===== config.mk =====
export PLATFORM = sky130hd
export DESIGN_NAME = fifo_rd_packer
export DESIGN_NICKNAME = d
export VERILOG_FILES = /design/src/rtl/fifo_rd_packer_pkg.sv /design/src/rtl/fifo_out_reg.sv /design/src/rtl/fifo_rd_packer.sv
export SDC_FILE = /design/constraint.sdc
export NUM_CORES = 1
export LEC_CHECK = 0
export CORE_UTILIZATION = 48
export DETAILED_ROUTE_END_ITERATION = 7
export PLACE_DENSITY_LB_ADDON = 0.05
export SLEW_MARGIN = 25
export SYNTH_ARGS = -nofsm -noshare
export SYNTH_HDL_FRONTEND = slang
export SYNTH_SLANG_ARGS = --single-unit

===== constraint.sdc =====
create_clock -name R_CLK -period 1.75 [get_ports R_CLK]
set_clock_uncertainty 0.1 [all_clocks]
set_input_delay 0.35 -clock R_CLK [delete_from_list [all_inputs] [get_ports R_CLK]]
set_output_delay 0.35 -clock R_CLK [all_outputs]
set_load 0.05 [all_outputs]

===== src/rtl/fifo_rd_packer_pkg.sv =====
// Shared definitions for the FIFO read-side packer and related read-side blocks.
//   state_e   : pack/flush FSM encoding (accumulate / waiting to emit a partial word)
//   lane_keep : lane-valid mask for a word holding the first idx lanes
package fifo_rd_packer_pkg;

  typedef enum logic [0:0] {
    StAccum     = 1'b0,
    StFlushWait = 1'b1
  } state_e;

  // Widest lane mask lane_keep can produce.
  localparam int unsigned MaxLanes = 32;

  // Returns (1 << idx) - 1, i.e. the low idx lanes marked valid.
  function automatic logic [MaxLanes-1:0] lane_keep(input int unsigned idx);
    logic [MaxLanes:0] one_hot;
    logic [MaxLanes:0] mask;
    one_hot = '0;
    if (idx <= MaxLanes) begin
      one_hot[idx] = 1'b1;
    end
    mask = one_hot - (MaxLanes + 1)'(1);
    return mask[MaxLanes-1:0];
  endfunction

endpackage


===== src/rtl/fifo_out_reg.sv =====
// Output register with valid/ready hold logic for read-side stream producers.
// Ports:
//   clk_i   : clock, rising edge
//   rst_i   : synchronous active-high reset
//   load_i  : capture data_i/keep_i and assert valid_o this edge
//   data_i  : word to load
//   keep_i  : lane mask to load
//   ready_i : downstream accept
//   valid_o : word valid
//   data_o  : held word (keeps its last value after a transfer)
//   keep_o  : held lane mask (keeps its last value after a transfer)
module fifo_out_reg #(
  parameter int unsigned DataW = 16,
  parameter int unsigned KeepW = 2
) (
  input  logic             clk_i,
  input  logic             rst_i,
  input  logic             load_i,
  input  logic [DataW-1:0] data_i,
  input  logic [KeepW-1:0] keep_i,
  input  logic             ready_i,
  output logic             valid_o,
  output logic [DataW-1:0] data_o,
  output logic [KeepW-1:0] keep_o
);

  logic             valid_q, valid_d;
  logic [DataW-1:0] data_q, data_d;
  logic [KeepW-1:0] keep_q, keep_d;

  // A load may coincide with a transfer of the current word; the load wins and
  // valid stays high. Callers only load when the register is free.
  always_comb begin
    valid_d = valid_q;
    data_d  = data_q;
    keep_d  = keep_q;
    if (load_i) begin
      valid_d = 1'b1;
      data_d  = data_i;
      keep_d  = keep_i;
    end else if (valid_q && ready_i) begin
      valid_d = 1'b0;
    end
  end

  always_ff @(posedge clk_i) begin
    if (rst_i) begin
      valid_q <= 1'b0;
      data_q  <= '0;
      keep_q  <= '0;
    end else begin
      valid_q <= valid_d;
      data_q  <= data_d;
      keep_q  <= keep_d;
    end
  end

  assign valid_o = valid_q;
  assign data_o  = data_q;
  assign keep_o  = keep_q;

endmodule


===== src/rtl/fifo_rd_packer.sv =====
// Read-side consumer for the asynchronous FIFO: pops entries and packs PACK of
// them, little-endian (lane 0 oldest), into one output word on a valid/ready
// stream. FLUSH emits a partially filled word with a lane mask.
// Ports:
//   R_CLK     : read-domain clock, rising edge
//   R_RST     : synchronous active-high reset
//   EMPTY     : FIFO empty flag; RD_DATA is the head entry while low
//   RD_DATA   : FIFO head entry
//   R_INC     : FIFO pop (combinational)
//   FLUSH     : single-cycle request to emit the partial word
//   OUT_READY : downstream accept
//   OUT_VALID : output word valid
//   OUT_DATA  : packed word, lane i at [i*width +: width]
//   OUT_KEEP  : lane-valid mask
module fifo_rd_packer
  import fifo_rd_packer_pkg::*;
#(
  parameter int unsigned width = 8,
  parameter int unsigned PACK  = 2
) (
  input  logic                  R_CLK,
  input  logic                  R_RST,
  input  logic                  EMPTY,
  input  logic [width-1:0]      RD_DATA,
  output logic                  R_INC,
  input  logic                  FLUSH,
  input  logic                  OUT_READY,
  output logic                  OUT_VALID,
  output logic [width*PACK-1:0] OUT_DATA,
  output logic [PACK-1:0]       OUT_KEEP
);

  localparam int unsigned     IdxW    = (PACK > 1) ? $clog2(PACK) : 1;
  localparam int unsigned     DataW   = width * PACK;
  localparam logic [IdxW-1:0] LastIdx = IdxW'(PACK - 1);

  state_e            state_q, state_d;
  logic [IdxW-1:0]   idx_q, idx_d;
  logic [DataW-1:0]  acc_q, acc_d;
  logic [DataW-1:0]  acc_wr;
  logic              ofree;
  logic              last_lane;
  logic              flush_go;
  logic              load;
  logic [DataW-1:0]  load_data;
  logic [PACK-1:0]   load_keep;
  logic [MaxLanes-1:0] keep_partial;

  assign ofree     = !OUT_VALID || OUT_READY;
  assign last_lane = (idx_q == LastIdx);

  // The last lane may only be popped when the output register can take the word.
  assign R_INC = !R_RST && !EMPTY && (state_q == StAccum) && !FLUSH && !(last_lane && !ofree);

  // acc with the head entry written into the current lane.
  always_comb begin
    acc_wr = acc_q;
    for (int i = 0; i < int'(PACK); i++) begin
      if (idx_q == IdxW'(i)) begin
        acc_wr[i*width +: width] = RD_DATA;
      end
    end
  end

  assign keep_partial = lane_keep(32'(idx_q));

  always_comb begin
    state_d   = state_q;
    idx_d     = idx_q;
    acc_d     = acc_q;
    flush_go  = 1'b0;
    load      = 1'b0;
    load_data = acc_q;
    load_keep = '0;

    if (R_INC) begin
      if (last_lane) begin
        load      = 1'b1;
        load_data = acc_wr;
        load_keep = '1;
        idx_d     = '0;
        acc_d     = '0;
      end else begin
        acc_d = acc_wr;
        idx_d = idx_q + IdxW'(1);
      end
    end

    // FLUSH blocks popping, so a flush never coincides with a pop.
    unique case (state_q)
      StAccum: begin
        if (FLUSH && (idx_q != '0)) begin
          if (ofree) begin
            flush_go = 1'b1;
          end else begin
            state_d = StFlushWait;
          end
        end
      end
      StFlushWait: begin
        if (ofree) begin
          flush_go = 1'b1;
          state_d  = StAccum;
        end
      end
      default: state_d = StAccum;
    endcase

    if (flush_go) begin
      load      = 1'b1;
      load_data = acc_q;
      load_keep = keep_partial[PACK-1:0];
      idx_d     = '0;
      acc_d     = '0;
    end
  end

  always_ff @(posedge R_CLK) begin
    if (R_RST) begin
      state_q <= StAccum;
      idx_q   <= '0;
      acc_q   <= '0;
    end else begin
      state_q <= state_d;
      idx_q   <= idx_d;
      acc_q   <= acc_d;
    end
  end

  fifo_out_reg #(
    .DataW (DataW),
    .KeepW (PACK)
  ) u_out_reg (
    .clk_i   (R_CLK),
    .rst_i   (R_RST),
    .load_i  (load),
    .data_i  (load_data),
    .keep_i  (load_keep),
    .ready_i (OUT_READY),
    .valid_o (OUT_VALID),
    .data_o  (OUT_DATA),
    .keep_o  (OUT_KEEP)
  );

endmodule

* Word-level counts from Yosys, hierarchy flattened
Index checks and enable logic that the tools add are counted.
** Storage, ports and cells
- Bits of input ports :: 13
- Output and inout bits :: 20
- Bits in registers :: 37
- Logic and storage cells :: 51
** Cells by class
- Bitwise operators :: 1
- Mux-type cells :: 23
- Reductions and logical operators :: 17
- Magnitude comparators :: 2
- $add $sub $neg :: 2
** Operator list (number)
- 16-bit 2-to-1 mux :: 4
- 8-bit 2-to-1 mux :: 2
- 1-bit 2-to-1 mux :: 11
- 1-bit logical AND :: 8
- 1-bit by 7-bit < comparator with 1-bit output (second input constant) :: 1
- 1-bit zero test :: 6
- 2-bit 2-to-1 mux :: 3
- 1-bit case mux with 2 select lines :: 2
- 2-bit nonzero test :: 1
- 2-bit OR reduction :: 1
- 2-bit by 1-bit subtractor with 2-bit output (second input constant) :: 1
- 1-bit adder (second input constant) :: 1
- 1-bit demux with 1-bit select :: 1
- 1-bit greater-or-equal comparator (second input constant) :: 1
- 1-bit logical OR :: 1
- 1-bit NOT :: 1

* Longest topological paths before layout
- Word-level depth :: 9
- Mapped depth :: 6
- Gate-level depth less buffers :: 4

* Modules after synthesis
From an unflattened synthesis, not the netlist that was laid out.
** Unflattened totals
- Cells, all modules :: 150
- Area, all modules :: 1514.0 µm²
** Modules (own cells, without submodules)
- fifo_rd_packer :: cells an instance 88, area an instance 829.5 µm², seq. area each 360.3 µm², times used 1
- fifo_out_reg :: cells an instance 62, area an instance 684.4 µm², seq. area each 380.4 µm², times used 1

* Worst setup path after synthesis
No wires, ideal clock.
- Path type :: register -> output
- Start :: register u_out_reg.valid_q (netlist: u_out_reg.valid_o)
- End :: output port R_INC
- Required time :: 1300 ps
- Arrival :: 1410 ps
- Path buffers :: 0
- Setup slack :: -110 ps
- Stages on the path, launching flop included :: 4
- Cells stage by stage :: dfxtp_1 nand2b_1 o21ai_2 inv_1
** Between the ends
- Longest elaborated chain between the ends :: 6
** Ends and longest elaborated chain
- from (decl) :: line fifo_out_reg.sv:27 : logic valid_q, valid_d;
- from (signal assigned) :: line fifo_out_reg.sv:52 : valid_q <= valid_d;
- 1-bit zero test :: line fifo_rd_packer.sv:49 : assign ofree = !OUT_VALID || OUT_READY;
- 1-bit logical OR :: line fifo_rd_packer.sv:49
- 1-bit zero test :: line fifo_rd_packer.sv:53 : assign R_INC = !R_RST && !EMPTY && (state_q == StAccum) && !FLUSH && !(last_lane && !ofree);
- 1-bit logical AND :: line fifo_rd_packer.sv:53
- 1-bit zero test :: line fifo_rd_packer.sv:53
- 1-bit logical AND :: line fifo_rd_packer.sv:53
- to (decl) :: line fifo_rd_packer.sv:25 : output logic R_INC,
No other way between the ends.

* Final worst setup path
- Start :: input port EMPTY
- End :: output port R_INC
** Between the ends
- Longest elaborated chain between the ends :: 5
** Ends and longest elaborated chain
- from (decl) :: line fifo_rd_packer.sv:23 : input logic EMPTY,
- 1-bit zero test :: line fifo_rd_packer.sv:53
- 1-bit logical AND (4 in series) :: line fifo_rd_packer.sv:53
No other way between the ends.

==> results.md <==
* Post-DRT Antenna Nets at 0
* Wire per inst at 13.84 µm
* Clk Latency, worst-skew pair at 340 ps
* First-pass GRT wire length at 5.002 mm
* Detail-routed via count per cell at 5.285
* Global Route Usage Sum at 20.85%
* Horizontal extent of the die at 55.48 µm
* Met3 wirelength from detailed routing at 97 µm
* Total leakage power at 0.0008180 µW
* Highest metal layer with signal wires: met4
* Result of the run: finished clean
* Maximum fanout count along the critical path at 3
* Layout net count at 209
* Sink Count at 37
* Finish-stage setup viols at 0
* Clock transition at the registers of the reported paths at 110 ps
* Minimum setup slack in the final design at 43.00 ps
* Worst slack at placement at -311.8 ps
* Unrepaired setup endpoints after global routing: false
* Metal1 wirelength at 1.516 mm
* Length of the first detailed-routing pass in iterations at 6
* Max-Cap Viols at 0
* Gate Count Post-Synth at 141
* TNS Setup at 0 ps
* Vertical die dimension at 55.48 µm
* Final min period at 1707 ps
* Portion of the post-synthesis area used by sequential elements at 53.97%
* Number of design-rule violations left by the first detailed-router iteration at 29
* Number of pins with negative max-slew slack in the final report at 0
* Num CTS Buffers at 5
* Maximum number of pins on one net before global-route repair at 13
* Endpoints failing hold at 0
* Top-Level Pins at 33
* Post-synthesis average cell area at 9.735 µm²
* Wire length after detailed routing at 3.156 mm
* Mapped cell area at 0.001373 mm²
* Area added between synthesis and finish at 42.30%
* Class of the worst hold path: input pin to register
* Kind of critical path: input pin to output port
* Placement row count at 19
* Required time of the worst setup path at 1300 ps
* Endpoint class of the critical path: output port
* Routed length on met2 at 1.506 mm
* Total design power at 1665 µW
* Most frequent standard cell in the layout excluding fill and tap cells: sky130_fd_sc_hd__buf_4
* TritonCTS clock tree: done
* Std-Cell Core Area at 0.002734 mm²
* Clock Tree Buf Depth at 2
* Post-CTS Hold Fix Bufs at 0
* Critical Path AT at 1260 ps
* Via count of the first global-routing pass at 1,110
* Vias after detailed routing at 1,205
* Total power density per cell area at 852.7 mW/mm²
* H-Tree Depth at 2
* Worst ir drop on vdd at 921.1 µV
* Transition time at the pin with the least slew margin at 345.3 ps
* Number of distinct standard cells referenced by the synthesized netlist at 27
* Sum of overflow across all layers after global routing at 0
* Number of antenna violations at the first check in global routing at 0
* Worst slew margin relative to its limit at 76.93%
* Most frequent cells in the layout: sky130_fd_sc_hd__buf_4 (42), sky130_fd_sc_hd__dfxtp_1 (34), sky130_fd_sc_hd__nor2_1 (17)
* Initial Utilization at 50.21%
* Number of warnings reported in the yosys synthesis log at 0
* Worst setup SP type: input pin
* Synthesized Nets at 154
* Placed wire-length estimate after detailed placement at 2.257 mm
* Final weighted congestion in routability-driven placement at 0.8196
* Post-route clock period utilization at 97.54%
* Post-synthesis sequential element count at 37
* Share of final-layout standard cells stronger than drive strength 1 at 32.99%
* Highest clock frequency the design can meet at 0.5858 GHz
* Library cell used as clock root buffer: sky130_fd_sc_hd__clkbuf_4
* Die outline area at 0.003077 mm²
* Number of DRC violations after detailed routing at 0
* Inserted Diodes at 0
* Port buffer count at 32
-- synthesized netlist by cell type --
master	number	share of area [%]
sky130_fd_sc_hd__dfxtp_1	37	54
sky130_fd_sc_hd__clkbuf_1	4	1.1
sky130_fd_sc_hd__a221o_1	7	5.1
sky130_fd_sc_hd__mux2i_1	8	5.8
sky130_fd_sc_hd__nor3_1	1	0.36
sky130_fd_sc_hd__o22ai_1	1	0.46
sky130_fd_sc_hd__clkinv_1	1	0.27
sky130_fd_sc_hd__nor2_1	17	4.6
sky130_fd_sc_hd__and2_1	8	3.6
sky130_fd_sc_hd__nor3_2	1	0.73
sky130_fd_sc_hd__nor3b_1	7	3.8
sky130_fd_sc_hd__or2_4	1	0.64
sky130_fd_sc_hd__buf_6	1	0.82
sky130_fd_sc_hd__nand3_1	9	3.3
sky130_fd_sc_hd__nor4_1	1	0.46
sky130_fd_sc_hd__a21o_1	2	1.1
sky130_fd_sc_hd__or2_2	1	0.46
sky130_fd_sc_hd__and3_1	1	0.46
sky130_fd_sc_hd__nand2_1	10	2.7
sky130_fd_sc_hd__nor2b_1	1	0.46
sky130_fd_sc_hd__a211oi_4	1	1.5
sky130_fd_sc_hd__inv_1	1	0.27
sky130_fd_sc_hd__nand2b_1	4	1.8
sky130_fd_sc_hd__clkbuf_2	1	0.36
sky130_fd_sc_hd__buf_2	1	0.36
sky130_fd_sc_hd__o21ai_2	1	0.64
sky130_fd_sc_hd__a21oi_1	13	4.7
-- flip-flops by register name (all words and copies together), names as in the netlist --
register,flops
acc_q,16
idx_q,1
state_q,1
u_out_reg.data_o,16
u_out_reg.keep_o,2
u_out_reg.valid_o,1
-- metrics by stage --
stage                     instances  util (%)  hold WS [ps]  area, µm²
after detailed placement        215     65.63         347.2       1794
after floorplan                 141         -         330.5       1374
after CTS                       225     70.34         363.1       1923
after global routing            228     71.44         353.3       1953
after global placement          215     65.63         343.7       1794
final                           228     71.44         344.7       1953
-- final cells by class --
| class | count | area (µm²) |
|---|---|---|
| Tap cell | 31 | 38.79 |
| Inverter | 2 | 11.26 |
| Multi-Input combinational cell | 95 | 618.1 |
| Timing Repair Buffer | 55 | 446.7 |
| Clock inverter | 2 | 37.54 |
| Fill cell | 218 | 780.7 |
| Clock buffer | 6 | 51.30 |
| Sequential cell | 37 | 749.5 |
-- power by group --
group,switching [µW],internal (µW),leakage (µW)
Sequential,8.56,852,0.000301
Clock,288,340,0.0000445
Combinational,94.9,82.5,0.000473
Total,391,1270,0.000818
-- kinds of logic (layout without fill, tap and decap cells) --
group	Yosys count	count (layout)	share of synthesized area [%]
buffers and inverters	9	65	3.189
AO/OA/AOI/OAI	25	25	13.49
AND/OR/NAND/NOR	62	62	23.52
multiplexers	8	8	5.834
flip-flops	37	37	53.97
-- worst max-delay path, cell delays in order --
cell	delay, ps
sky130_fd_sc_hd__dlygate4sd2_1	280
sky130_fd_sc_hd__nor4_4	210
sky130_fd_sc_hd__buf_4	160
sky130_fd_sc_hd__o21ai_4	60
sky130_fd_sc_hd__inv_2	60
sky130_fd_sc_hd__buf_12	130
-- metal layers --
metal,up-vias,GRT usage (%)
met3,5,4.918
met1,571,26.12
li1,599,-
met2,30,33.91
met5,-,0
met4,0,9.643
-- worst paths after layout --
| check | startpoint | slack [ps] | endpoint | cells after the start |
|---|---|---|---|---|
| worst max-delay path | EMPTY | 40 | R_INC | 6 |
| worst min-delay path | FLUSH | 340 | state_q | 3 |
| worst max register to register | state_q | 80 | u_out_reg.data_o[12] | 7 |
| worst min register to register | acc_q[1] | 360 | acc_q[1] | 2 |
-- timing repair --
action	4_1_cts	5_1_grt
hold endpoints to repair	0	0
gates cloned	0	0
setup buffers	2	3
setup endpoints to repair	1	1
gates resized for setup	10	7
pin swaps	2	2
Power figures use the tool's default switching activity.
